--- src/rtl/star_route_compute_pipe.sv ---
// star_route_compute_pipe: wormhole route-compute stage with one-flit registered output,
// unroutable/orphan discard with error pulses, and a delivered-packet counter.
module star_route_compute_pipe #(
    parameter int NUM_PORTS = 10,
    parameter int FLIT_W    = 8,
    parameter int ADDR_W    = 6,
    parameter int BASE_ADDR = 1,
    parameter int CNT_W     = 16,
    localparam int PW       = (NUM_PORTS > 1) ? $clog2(NUM_PORTS) : 1
) (
    input  logic                 clk,
    input  logic                 rst,
    input  logic                 in_valid,
    input  logic [FLIT_W-1:0]    in_flit,
    output logic                 in_ready,
    output logic                 out_valid,
    output logic [FLIT_W-1:0]    out_flit,
    input  logic [NUM_PORTS-1:0] out_ready,
    output logic [NUM_PORTS-1:0] port_sel,
    output logic [PW-1:0]        port_num,
    output logic                 err_unroutable,
    output logic                 err_orphan,
    output logic [CNT_W-1:0]     pkt_count
);
    typedef enum logic [1:0] {IDLE, BUSY, DROP} state_t;
    state_t state, state_next;
    logic head, tail, routable, acc, xfer, load, fwd;
    logic [ADDR_W:0] idx_full;
    assign head = in_flit[FLIT_W-1];
    assign tail = in_flit[FLIT_W-2];
    // one extra bit so destinations below BASE_ADDR show up as negative, not wrapped
    assign idx_full = {1'b0, in_flit[ADDR_W-1:0]} - (ADDR_W+1)'(BASE_ADDR);
    assign routable = ~idx_full[ADDR_W] & (idx_full < (ADDR_W+1)'(NUM_PORTS));
    always_ff @(posedge clk) begin
        if (rst) state <= IDLE;
        else     state <= state_next;
    end
    always_comb begin
        state_next = state;
        if (acc) begin
            if (state == IDLE) state_next = (head & ~tail) ? (routable ? BUSY : DROP) : IDLE;
            else if (tail)     state_next = IDLE;
        end
    end
    always_comb begin
        in_ready = (state == DROP) | ~out_valid | out_ready[port_num];
        acc      = in_valid & in_ready;
        xfer     = out_valid & out_ready[port_num];
        load     = acc & (state == IDLE) & head & routable;
        fwd      = load | (acc & (state == BUSY));
    end
    always_ff @(posedge clk) begin
        if (rst) begin
            out_valid      <= 1'b0;
            out_flit       <= '0;
            port_sel       <= '0;
            port_num       <= '0;
            err_unroutable <= 1'b0;
            err_orphan     <= 1'b0;
            pkt_count      <= '0;
        end else begin
            out_valid      <= fwd ? 1'b1 : (xfer ? 1'b0 : out_valid);
            out_flit       <= fwd ? in_flit : out_flit;
            port_sel       <= load ? NUM_PORTS'(1) << idx_full[PW-1:0] :
                              (xfer & out_flit[FLIT_W-2]) ? '0 : port_sel;
            port_num       <= load ? idx_full[PW-1:0] :
                              (xfer & out_flit[FLIT_W-2]) ? '0 : port_num;
            err_unroutable <= acc & (state == IDLE) & head & ~routable;
            err_orphan     <= acc & (state == IDLE) & ~head;
            pkt_count      <= pkt_count + CNT_W'(xfer & out_flit[FLIT_W-2]);
        end
    end
endmodule

--- config.mk ---
export PLATFORM = sky130hd
export DESIGN_NAME = star_route_compute_pipe
export DESIGN_NICKNAME = d
export VERILOG_FILES = /design/src/rtl/star_route_compute_pipe.sv
export SDC_FILE = /design/constraint.sdc
export NUM_CORES = 1
export LEC_CHECK = 0
export CAP_MARGIN = 20
export CORE_UTILIZATION = 40
export CTS_CLUSTER_DIAMETER = 30
export DETAILED_ROUTE_END_ITERATION = 8
export PLACE_DENSITY = 0.72
export SLEW_MARGIN = 20
export SYNTH_ARGS = -nofsm -noshare
export SYNTH_HDL_FRONTEND = slang
export SYNTH_SLANG_ARGS = --single-unit
--- constraint.sdc ---
create_clock -name clk -period 2.4 [get_ports clk]
set_input_delay 0.48 -clock clk [delete_from_list [all_inputs] [get_ports clk]]
set_output_delay 0.48 -clock clk [all_outputs]
set_load 0.02 [all_outputs]
==> results of run 1 <==
layout make-up:
| type | count | area [µm²] | share of cell area [%] |
|---|---|---|---|
| sequential | 43 | 861 | 25.8 |
| tap | 70 | 87.6 | 2.63 |
| clock inverter | 2 | 60.1 | 1.80 |
| timing repair buffer | 94 | 898 | 26.9 |
| multi-input combinational | 189 | 1330 | 39.9 |
| inverter | 7 | 26.3 | 0.788 |
| clock buffer | 6 | 72.6 | 2.18 |
cells by family (layout without fill, tap and decap cells):
group | Yosys count | count (layout)
AND/OR/NAND/NOR | 107 | 107
flip-flops | 43 | 43
AO/OA/AOI/OAI | 38 | 38
multiplexers | 22 | 22
buffers and inverters | 16 | 109
XOR/XNOR | 15 | 15
adder cells (fa/ha/maj) | 7 | 7
worst max path at each step:
stage                    end  depth (start not counted)
6_report            in_ready                          7
5_1_grt        pkt_count[14]                         10
4_1_cts        pkt_count[14]                         11
3_5_place_dp        in_ready                          7
3_3_place_gp     out_flit[2]                         10
2_1_floorplan  pkt_count[14]                         11
per-stage QoR:
stage               total power, mW  utilization, %  worst slack [ps]  cell area, µm²  hold slack, ps
finish                         1.62            64.1              82.7            3340             461
global route                   1.69            64.1             -33.8            3340             497
CTS                            1.63            62.8             -3.83            3270             463
detailed placement            0.967            59.9              -449            3120             450
global placement              0.966            59.9              -412            3120             447
floorplan                     0.853               -              37.2            2190             533
what timing repair did:
action                                  in CTS  in global routing
hold buffers                                 0                  0
buffers inserted                             0                  3
resized for setup                           13                 13
pin swaps                                    4                  4
cloned                                       0                  0
endpoints found under the setup margin      28                 10
registers in the layout, indices dropped and copies added, names as in the netlist:
register / flops
err_orphan: 1
pkt_count: 16
err_unroutable: 1
out_flit: 8
port_num: 4
state: 2
port_sel: 10
out_valid: 1
routing by layer:
layer | track usage (%) | routed length (µm) | vias up | share of wire [%]
li1 | - | - | 1040 | -
met1 | 26.5 | 2620 | 952 | 49
met2 | 29.7 | 2370 | 60 | 45
met3 | 4.31 | 275 | 4 | 5.2
met4 | 7.12 | 63 | 0 | 1.2
met5 | 0 | 0 | - | 0
worst register-to-register path: stages, from the launching register on:
cell	delay (ps)
dfxtp_1	500
mux2i_1	150
a221oi_2	360
a21o_1	190
nand2_2	80
inv_2	70
ha_4	140
ha_4	170
nand3_1	80
or3_1	330
a21oi_1	140
power by group through the flow:
stage | Sequential [mW] | Combinational, mW | Clock (mW)
after floorplan | 0.756 | 0.0972 | 0
after global placement | 0.746 | 0.219 | 0
after detailed placement | 0.747 | 0.221 | 0
after CTS | 0.730 | 0.223 | 0.676
after global routing | 0.732 | 0.249 | 0.707
final | 0.730 | 0.229 | 0.663
cells in the final DEF (no fill, tap or decap), types with 2 or more instances in the layout:
cell / synthesis / final
mux2i_1: 22 / 22
nand4_1: 2 / 2
dlygate4sd2_1: 0 / 2
buf_4: 1 / 30
nor2b_1: 12 / 12
ha_4: 0 / 3
o21a_1: 2 / 2
nor4_1: 2 / 2
inv_1: 7 / 4
ha_1: 7 / 4
buf_12: 0 / 3
nor2_1: 30 / 29
nand2_2: 1 / 3
and2_1: 5 / 4
xnor2_1: 7 / 7
a21oi_1: 11 / 11
dfxtp_1: 43 / 43
a221oi_1: 2 / 2
bufinv_16: 0 / 2
a21o_1: 2 / 2
o21ai_0: 5 / 4
and3_1: 3 / 2
clkdlybuf4s50_1: 0 / 57
inv_2: 0 / 3
dlymetal6s2s_1: 0 / 2
nand2_1: 26 / 24
o211ai_1: 4 / 4
clkbuf_8: 0 / 5
or3_1: 7 / 7
nand3_1: 8 / 8
xor2_1: 8 / 8
a31oi_1: 2 / 2
and4_1: 2 / 2
==> key figures, run 1 <==
Logic synthesis
  • Syn nets: 276
  • Average size of a mapped cell: 8.84 µm²
  • Top_reg_cell synth: dfxtp_1
  • Synth Area in Adders: 4.00%
  • Async SR Flop Fraction: 0%
  • Post-synth EDFFs: 0
  • Simple-gate share of the synthesized area: 24.4%
  • Synth top area cells: dfxtp_1 (39%), mux2i_1 (10%), nor2_1 (5.1%)
  • Yosys reg bits: 43
  • Multiplexer area fraction after synthesis: 10.0%
  • Post-Synth XOR/XNOR Area: 5.99%
  • Syn Inst Count: 248
  • Largest family of logic cells by synthesized area: simple AND/OR/NAND/NOR gates
  • Dominant cell type by area after synthesis: dfxtp_1
  • Yosys warnings: 0
  • Area of the mapped netlist: 2190 µm²
  • Commonest cells post-synth: dfxtp_1 (43), nor2_1 (30), nand2_1 (26)
  • Distinct cell type count after synthesis: 46
  • Sequential area share after synthesis: ~39%
  • Post-synthesis compound-gate area fraction: 13.2%
  • Share of the synthesized area in the top cell type: 39.3%
  • Top-count cell post-synth: dfxtp_1

Place
  • Total placed cells including tap cells: 400
  • Hpwl dp: about 3900 µm
  • Placer Congestion: 0.778
  • I/O Buffers: 62

Die
  • Initial Util: 42.1%
  • # IOs: 63
  • Die W: 76.0 µm
  • Die Y: 76.0 µm
  • Row count: 26
  • Die ar.: about 5800 µm²
  • Core box area: 5200 µm²

Timing
  • Final Hold Fails: 0
  • Slew HR: 47.5%
  • Final critical-path share of the clock period: 96.6%
  • Final Skew: 5.94 ps
  • RSZ-0062 raised after global routing: true
  • Max Fclk: 432 MHz
  • Fin crit period: 2320 ps
  • Final number of max-transition violations: 0
  • Setup-failing EPs final: 0
  • Total negative setup slack: 0 ps
  • Transition time of the tightest slew-check pin: 787 ps

Detailed routing
  • # DRC: 0
  • DR pass1 iterations: 4
  • Vias per cell: 5.00
  • Via count: slightly above 2000
  • Drt wl/cell: between 10 and 15 µm
  • Initial DRC count: 94
  • Final WL: roughly 5300 µm
  • Final ANT Viol Nets: 0

Power and ir drop
  • Seq pwr share: 45.0%
  • Combinational power share: approximately 14%
  • Clock network fraction of total power: between 40 and 50%
  • Leakage: ~1.3 nW
  • Pint: 1.26 mW
  • Pwr per Cell Area: ~500 nW/µm²
  • Switching Share: around 22%
  • Worst IR Drop VDD: 0.502 mV
  • Switching power: 0.363 mW

Worst hold path
  • Min-Delay Startpoint: port_sel[3]
  • WHS Endpoint: port_sel[3]
  • Worst hold path depth: 2
  • HP Class: flop to flop

Cells and area
  • ANT cells: 0
  • Area growth syn-to-layout: 52.2%
  • Final cell count without fillers: 411
  • Layout fillers: 458
  • Fraction of layout cells with a size suffix above 1: 18.8%
  • Final #Nets: 368

Global route
  • Grt ovf: 0
  • All-layer global routing usage: between 10% and 20%
  • First-pass GRT wire length: 9070 µm
  • Initial antenna violation count: 0
  • Number of global-route vias before repair: 1897
  • Largest net degree at the start of global routing: 38

Setup path
  • Reg-to-Reg End: pkt_count[14]
  • Critical path class: primary input to primary output
  • Worst endpoint required time: 1920 ps
  • R2r setup slk: roughly 140 ps
  • Worst Path Arrival: 1840 ps
  • Path depth of the worst reg2reg path: 10
  • Largest stage delay on the critical path: 450 ps
  • Top delay family on crit path: buffers and inverters
  • Crit end category: primary output
  • Cell breakdown of the critical path: clkdlybuf4s50_1, mux2i_1, a221oi_2, and2_4, nor2_2, o21ai_1, buf_4
  • Largest fanout on the critical path: 3
  • Worst Path Buf+Inv: 2
  • CP max stage cell: clkdlybuf4s50_1
  • Crit path launch type: primary input
  • Reg-to-Reg Start: port_num[2]
  • Worst Setup SP: out_ready[5]

Clocking
  • Clock sink count: 43
  • CTS tree: done
  • CTS clock-pin slew for the worst setup and hold paths: 70 ps
  • Clock Tree Buf Depth: 2
  • Root Driver: clkbuf_8
  • Later-pin clock latency in the skew report: 290 ps
  • H-tree depth: 2
  • TritonCTS Buffers: 5

Outcome
  • Status: finished clean

Run
  • MaxCap Viol Count: 0
No activity file was read; power rests on OpenSTA's default activity.
==> run 2, diff against run 1 <==
--- a/config.mk
+++ b/config.mk
@@ -6,10 +6,9 @@
 export NUM_CORES = 1
 export LEC_CHECK = 0
 export CAP_MARGIN = 20
-export CORE_UTILIZATION = 40
+export CORE_UTILIZATION = 32
 export CTS_CLUSTER_DIAMETER = 30
 export DETAILED_ROUTE_END_ITERATION = 8
-export PLACE_DENSITY = 0.72
 export SLEW_MARGIN = 20
 export SYNTH_ARGS = -nofsm -noshare
 export SYNTH_HDL_FRONTEND = slang
==> run 2 against run 1 <==
Against the previous run:
- the flow now finishes with violations (design-rule violations)
- routed wire length increased by 6.3%
- hold slack improved by 2.3 ps
- clock power decreased by 31%
- combinational power increased by 2%
- sequential share of layout area increased by 0.057 points
- critical path type unchanged
- highest routed layer unchanged
- die area increased by 24%
- fmax increased by 0.96%
- total power decreased by 12%
==> key figures, run 2 (same netlist as run 1, synthesis figures left out) <==
Outcome
  • Status: finished with violations
  • Failing checks: design-rule violations

Setup path
  • Path depth of the worst reg2reg path: 10
  • Largest stage delay on the critical path: 410 ps
  • Worst Path Buf+Inv: 2
  • Top delay family on crit path: buffers and inverters
  • CP max stage cell: clkdlybuf4s50_1
  • Critical path class: primary input to primary output
  • Largest fanout on the critical path: 3
  • Crit end category: primary output
  • Worst Path Arrival: 1820 ps
  • Worst endpoint required time: 1920 ps
  • R2r setup slk: 220 ps
  • Cell breakdown of the critical path: clkdlybuf4s50_1, mux2i_2, a22oi_2, and2_1, nor2_2, o21ai_1, buf_2
  • Crit path launch type: primary input
  • Reg-to-Reg Start: port_num[0]
  • Reg-to-Reg End: pkt_count[14]

Place
  • I/O Buffers: between 60 and 70
  • Placer Congestion: between 0.7 and 0.8
  • Total placed cells including tap cells: between 400 and 500
  • Setup WS pre-CTS: -475 ps
  • Hpwl dp: 4160 µm

Detailed routing
  • DR pass1 iterations: 8
  • Final ANT Viol Nets: 0
  • # DRC: 8
  • Initial DRC count: 69
  • Drt wl/cell: around 13 µm
  • Final WL: between 5000 and 6000 µm
  • Vias per cell: roughly 4.8
  • Via count: 2054

Global route
  • Initial antenna violation count: 0
  • First-pass GRT wire length: 9720 µm
  • Grt ovf: 0
  • Largest net degree at the start of global routing: 38
  • All-layer global routing usage: 16.7%
  • Number of global-route vias before repair: ~2100

Clocking
  • Cts hold-fix bufs: 0
  • Root Driver: clkbuf_8
  • Later-pin clock latency in the skew report: about 300 ps
  • CTS clock-pin slew for the worst setup and hold paths: 80 ps
  • TritonCTS Buffers: 5
  • Clock sink count: 43
  • CTS tree: done
  • H-tree depth: 2
  • Clock Tree Buf Depth: 2

Cells and area
  • Commonest non-fill, non-tap cell in the layout: clkdlybuf4s50_1
  • Final #Nets: around 370
  • Final cell count without fillers: 424
  • Regs by FF count: pkt_count x16, port_sel x10, out_flit x8
  • Register name with the most flops: pkt_count
  • Multi-input logic area: 1340 µm²
  • ANT cells: 0
  • Layout fillers: 640
  • Max reg flops: 16
  • Fraction of layout cells with a size suffix above 1: 20.7%
  • Sequential cell area: 862 µm²
  • Final Util: 51.3%
  • Area growth syn-to-layout: 52.1%
  • Most frequent cells in the layout: clkdlybuf4s50_1 (55), dfxtp_1 (42), buf_4 (35), nor2_1 (28), nand2_1 (25)

Timing
  • Setup-failing EPs final: 0
  • Final number of max-transition violations: 0
  • RSZ-0062 raised after global routing: false
  • Fin crit period: ~2300 ps
  • Max Fclk: 436 MHz
  • Final Hold Fails: 0
  • Final critical-path share of the clock period: roughly 96%
  • Total negative setup slack: 0 ps
  • Slew HR: approximately 69%
  • Final worst setup slack: ~100 ps
  • Transition time of the tightest slew-check pin: 462 ps
  • Final Skew: 10.0 ps

Worst hold path
  • HP Class: flop to flop
  • WHS Endpoint: port_sel[8]
  • Min-Delay Startpoint: port_sel[8]
  • Worst hold path depth: 2

Die
  • # IOs: 63
  • Initial Util: between 30% and 40%
  • Core box area: 6490 µm²
  • Die W: 84.8 µm
  • Die Y: 84.8 µm
  • Row count: 29
  • Die ar.: between 7000 and 8000 µm²

Power and ir drop
  • Total power: around 1.4 mW
  • Worst IR Drop VDD: roughly 0.18 mV
  • Leakage: 1.31 nW
  • Pwr per Cell Area: between 400 and 500 nW/µm²

Run
  • MaxCap Viol Count: 0
-- run 2: what timing repair did --
item,in CTS,in global routing
setup buffers,3,2
cloned,1,0
resized for setup,18,16
setup endpoints to repair,33,22
pin swaps,9,5
-- run 2: where the power goes --
| group | internal [mW] | total, mW | switching (mW) | leakage [nW] |
|---|---|---|---|---|
| clock | 0.204 | 0.458 | 0.254 | 0.0412 |
| combinational | 0.121 | 0.233 | 0.112 | 0.920 |
| sequential | 0.723 | 0.730 | 0.00746 | 0.348 |
| total | 1.05 | 1.42 | 0.373 | 1.31 |
-- run 2: final cells by class --
| class | count | share of cell area [%] |
|---|---|---|
| Inverter | 7 | 0.788 |
| Sequential cell | 43 | 25.9 |
| Tap cell | 77 | 2.89 |
| Clock buffer | 6 | 2.18 |
| Timing Repair Buffer | 100 | 27.9 |
| Multi-Input combinational cell | 189 | 40.1 |
| Clock inverter | 2 | 0.375 |
-- run 2: tightest hold or removal path, stage by stage, from the launching register on --
cell and delay [ps]:
dfxtp_1 320, nand2_1 50, mux2i_1 50
-- run 2: routing by layer --
layer / share of wire, % / GRT usage [%] / up-vias
li1: - / - / 1055
met1: 50 / 21.8 / 943
met2: 44 / 28.0 / 48
met3: 4.3 / 3.24 / 8
met4: 1.5 / 5.08 / 0
met5: 0 / 0 / -
-- run 2: worst max path at each step --
stage / cells after the start / endpoint / from / slack [ps]
after floorplan: 11 / pkt_count[14] / port_num[2] / 40
after global placement: 7 / in_ready / out_ready[4] / -470
after detailed placement: 7 / in_ready / out_ready[4] / -480
after CTS: 9 / port_sel[0] / out_ready[7] / 10
after global routing: 7 / in_ready / out_ready[6] / 20
final: 7 / in_ready / out_ready[7] / 100
-- run 2: per-stage QoR --
step | area [µm²] | hold WS [ps]
after floorplan | 2190 | 533
after global placement | 3120 | 445
after detailed placement | 3120 | 450
after CTS | 3270 | 462
after global routing | 3330 | 489
final | 3330 | 463
==> run 3, diff against run 2 <==
--- a/config.mk
+++ b/config.mk
@@ -5,6 +5,7 @@
 export SDC_FILE = /design/constraint.sdc
 export NUM_CORES = 1
 export LEC_CHECK = 0
+export ABC_AREA = 1
 export CAP_MARGIN = 20
 export CORE_UTILIZATION = 32
 export CTS_CLUSTER_DIAMETER = 30
==> run 3 against run 2 <==
Against the previous run:
- the flow finishes with violations (negative setup slack)
- sequential share of layout area shrank 1.7 points
- non-clock buffer count grew 18
- via count grew 12%
- setup slack lost 310 ps
- area after synthesis grew 1.9%
- fmax shrank 12%
- utilization grew 1.7 points
- register-to-register slack lost 420 ps
- synthesized cell count grew 23%
- final cell count grew 19%
- largest power group unchanged
- highest routed layer unchanged
==> key figures, run 3 <==
Setup path
  • Critical path class: flop to flop
  • Worst path depth: 21
  • Crit path to: out_valid
  • Worst Setup SP: port_num[0]
  • Reg-to-Reg Start: port_num[0]
  • Largest fanout on the critical path: 5
  • Worst Path Arrival: around 2800 ps
  • Largest stage delay on the critical path: between 300 and 400 ps
  • Worst Path Buf+Inv: 14
  • Worst endpoint required time: 2640 ps
  • Crit path launch type: flop
  • Path depth of the worst reg2reg path: 21
  • Reg-to-Reg End: out_valid
  • R2r setup slk: -200 ps
  • Top delay family on crit path: buffers and inverters
  • CP max stage cell: dfxtp_4
  • Cell breakdown of the critical path: inv_4, or2_0, nand2_1, nand3_2, nand3_2, nand2_2, buf_4, buf_6, buf_4, buf_4, buf_4, buf_4, buf_4, buf_4, buf_4, buf_4, buf_4, buf_4, nor2_2, o21ai_1, inv_1
  • CP dominant cell by count: buf_4
  • Crit end category: flop

Detailed routing
  • Drt wl/cell: 11.3 µm
  • # DRC: 0
  • Vias per cell: 4.59
  • Final WL: 5660 µm
  • Final ANT Viol Nets: 0
  • Initial DRC count: 55
  • DR pass1 iterations: 4
  • Via count: 2308

Timing
  • RSZ-0062 raised after global routing: true
  • Total negative setup slack: -813 ps
  • Final Hold Fails: 0
  • Setup-failing EPs final: 7
  • Slew HR: 58.5%
  • Max Fclk: 384 MHz
  • Final critical-path share of the clock period: 108%
  • Final Skew: between 7 and 8 ps
  • Fin crit period: ~2600 ps
  • Final worst setup slack: -201 ps
  • Final number of max-transition violations: 0
  • Transition time of the tightest slew-check pin: 622 ps

Logic synthesis
  • Syn nets: 334
  • Commonest cells post-synth: nand2_1 (59), inv_1 (46), dfxtp_1 (43)
  • Distinct cell type count after synthesis: 32
  • Area of the mapped netlist: ~2200 µm²
  • Yosys reg bits: between 40 and 50
  • Syn Inst Count: ~300
  • Average size of a mapped cell: 7.30 µm²
  • Dominant cell type by area after synthesis: dfxtp_1
  • Async SR Flop Fraction: 0%
  • Sequential area share after synthesis: 38.5%
  • Post-synth EDFFs: 0
  • Yosys warnings: 0
  • Top-count cell post-synth: nand2_1
  • Share of the synthesized area in the top cell type: 38.5%
  • Top_reg_cell synth: dfxtp_1
  • Synth top area cells: dfxtp_1 (39%), nand2_1 (9.9%), inv_1 (7.7%)

Global route
  • All-layer global routing usage: ~16%
  • First-pass GRT wire length: 9520 µm
  • Met2 GRT Util: 28.7%
  • Initial antenna violation count: 0
  • Largest net degree at the start of global routing: 25
  • Busiest grt layer: met2
  • Grt ovf: 0
  • Grt met3 use: ~2.8%
  • Number of global-route vias before repair: 2149
  • GR Util met1: between 10% and 20%

Clocking
  • H-tree depth: 2
  • Cts hold-fix bufs: 0
  • Clock sink count: 43
  • Clock Tree Buf Depth: 2
  • Later-pin clock latency in the skew report: 290 ps
  • CTS tree: done
  • Root Driver: clkbuf_8
  • TritonCTS Buffers: 5
  • CTS clock-pin slew for the worst setup and hold paths: approximately 80 ps

Die
  • Die Y: 85.5 µm
  • Initial Util: between 30% and 40%
  • Die W: 85.5 µm
  • # IOs: 63
  • Core box area: 6760 µm²
  • Die ar.: about 7300 µm²
  • Row count: 30

Cells and area
  • Layout fillers: around 650
  • Sequential cell area: slightly below 900 µm²
  • Fin area: 3580 µm²
  • Max reg flops: 16
  • Multi-input logic area: 1240 µm²
  • Fraction of layout cells with a size suffix above 1: between 20% and 30%
  • Register name with the most flops: pkt_count
  • Most frequent cells in the layout: nand2_1 (51), clkdlybuf4s50_1 (51), buf_4 (50), dfxtp_1 (41), inv_1 (39)
  • ANT cells: 0
  • Regs by FF count: pkt_count x16, port_sel x10, out_flit x8
  • Final #Nets: 450
  • Final Util: 53.0%
  • Area growth syn-to-layout: 60.3%

Place
  • Placed Instance Area: ~3200 µm²
  • I/O Buffers: 62
  • Setup WS pre-CTS: -794 ps
  • Hpwl dp: 3910 µm
  • Placer Congestion: 0.750

Power and ir drop
  • Total power: roughly 1.5 mW
  • Clock network fraction of total power: between 30 and 40%
  • Leakage: around 1.5 nW
  • Pint: 1.13 mW
  • Pwr per Cell Area: 421 nW/µm²
  • Combinational power share: 15.5%
  • Seq pwr share: 48.4%
  • Switching Share: 24.8%
  • Switching power: 0.374 mW
  • Worst IR Drop VDD: 0.250 mV

Run
  • MaxCap Viol Count: 0

Outcome
  • Failing checks: negative setup slack
  • Status: finished with violations

Worst hold path
  • HP Class: flop to flop
==> run 3: cell count changes in the layout (fill, tap and decap cells not counted), sizes merged, moves of 8 or more <==
| cell | delta |
|---|---|
| dlygate4sd2 | +9 |
| nor2 | +14 |
| a21oi | +12 |
| inv | +42 |
| buf | +17 |
| nand3 | +24 |
| mux2i | -22 |
| nand2 | +34 |
| nor2b | -13 |
| nor3 | +8 |
==> run 3: repair_timing <==
item,CTS,global route
setup endpoints to repair,10,14
setup buffers,22,9
resized for setup,22,15
pin swaps,7,10
==> run 3: cell families after synthesis <==
| logic type | synth area share [%] |
|---|---|
| compound gates | 9.47 |
| xor+xnor | 0.784 |
| fa+ha+maj | 3.92 |
| buf+inv | 11.1 |
| flops | 38.5 |
| simple gates | 36.2 |
==> run 3: area by class of cell <==
| cell class | instances | share of cell area (%) |
|---|---|---|
| clock buffer | 7 | 3.00 |
| clock inverter | 1 | 0.140 |
| inverter | 49 | 5.42 |
| multi-input combinational | 205 | 34.7 |
| sequential | 43 | 24.2 |
| tap | 80 | 2.80 |
| timing repair buffer | 118 | 29.8 |
==> run 3: how the worst min path moves through the flow <==
stage           startpoint           to  slack, ps  depth (start not counted)
2_1_floorplan     state[0]     state[0]        500                          2
3_3_place_gp   out_flit[7]  out_flit[7]        460                          2
3_5_place_dp   out_flit[7]  out_flit[7]        470                          2
4_1_cts        port_sel[8]  port_sel[8]        480                          2
5_1_grt        port_sel[8]  port_sel[8]        490                          2
6_report       port_sel[9]  port_sel[9]        470                          2
==> run 3: worst register-to-register path: stages, from the launching register on <==
cell and delay, ps:
dfxtp_4 390, inv_4 50, or2_0 200, nand2_1 70, nand3_2 70, nand3_2 80, nand2_2 60, buf_4 130
buf_6 100, buf_4 120, buf_4 120, buf_4 120, buf_4 120, buf_4 120, buf_4 120, buf_4 110
buf_4 120, buf_4 120, buf_4 120, nor2_2 70, o21ai_1 70, inv_1 70
==> run 3: power by group through the flow <==
| stage | clock network [mW] | registers [mW] | logic (mW) |
|---|---|---|---|
| 2_1_floorplan | 0 | 0.757 | 0.0955 |
| 3_3_place_gp | 0 | 0.747 | 0.204 |
| 3_5_place_dp | 0 | 0.747 | 0.205 |
| 4_1_cts | 0.566 | 0.730 | 0.227 |
| 5_1_grt | 0.601 | 0.731 | 0.257 |
| 6_report | 0.545 | 0.730 | 0.234 |
==> run 3: per-layer routing <==
| layer | wire [µm] | part of all wire [%] |
|---|---|---|
| met4 | 97 | 1.7 |
| met1 | 2560 | 45 |
| met5 | 0 | 0 |
| met2 | 2800 | 49 |
| met3 | 210 | 3.7 |
==> run 3: per-stage QoR <==
stage	cells	hold WS, ps
global route	503	495
floorplan	306	496
CTS	495	479
finish	503	474
global placement	466	459
detailed placement	466	467
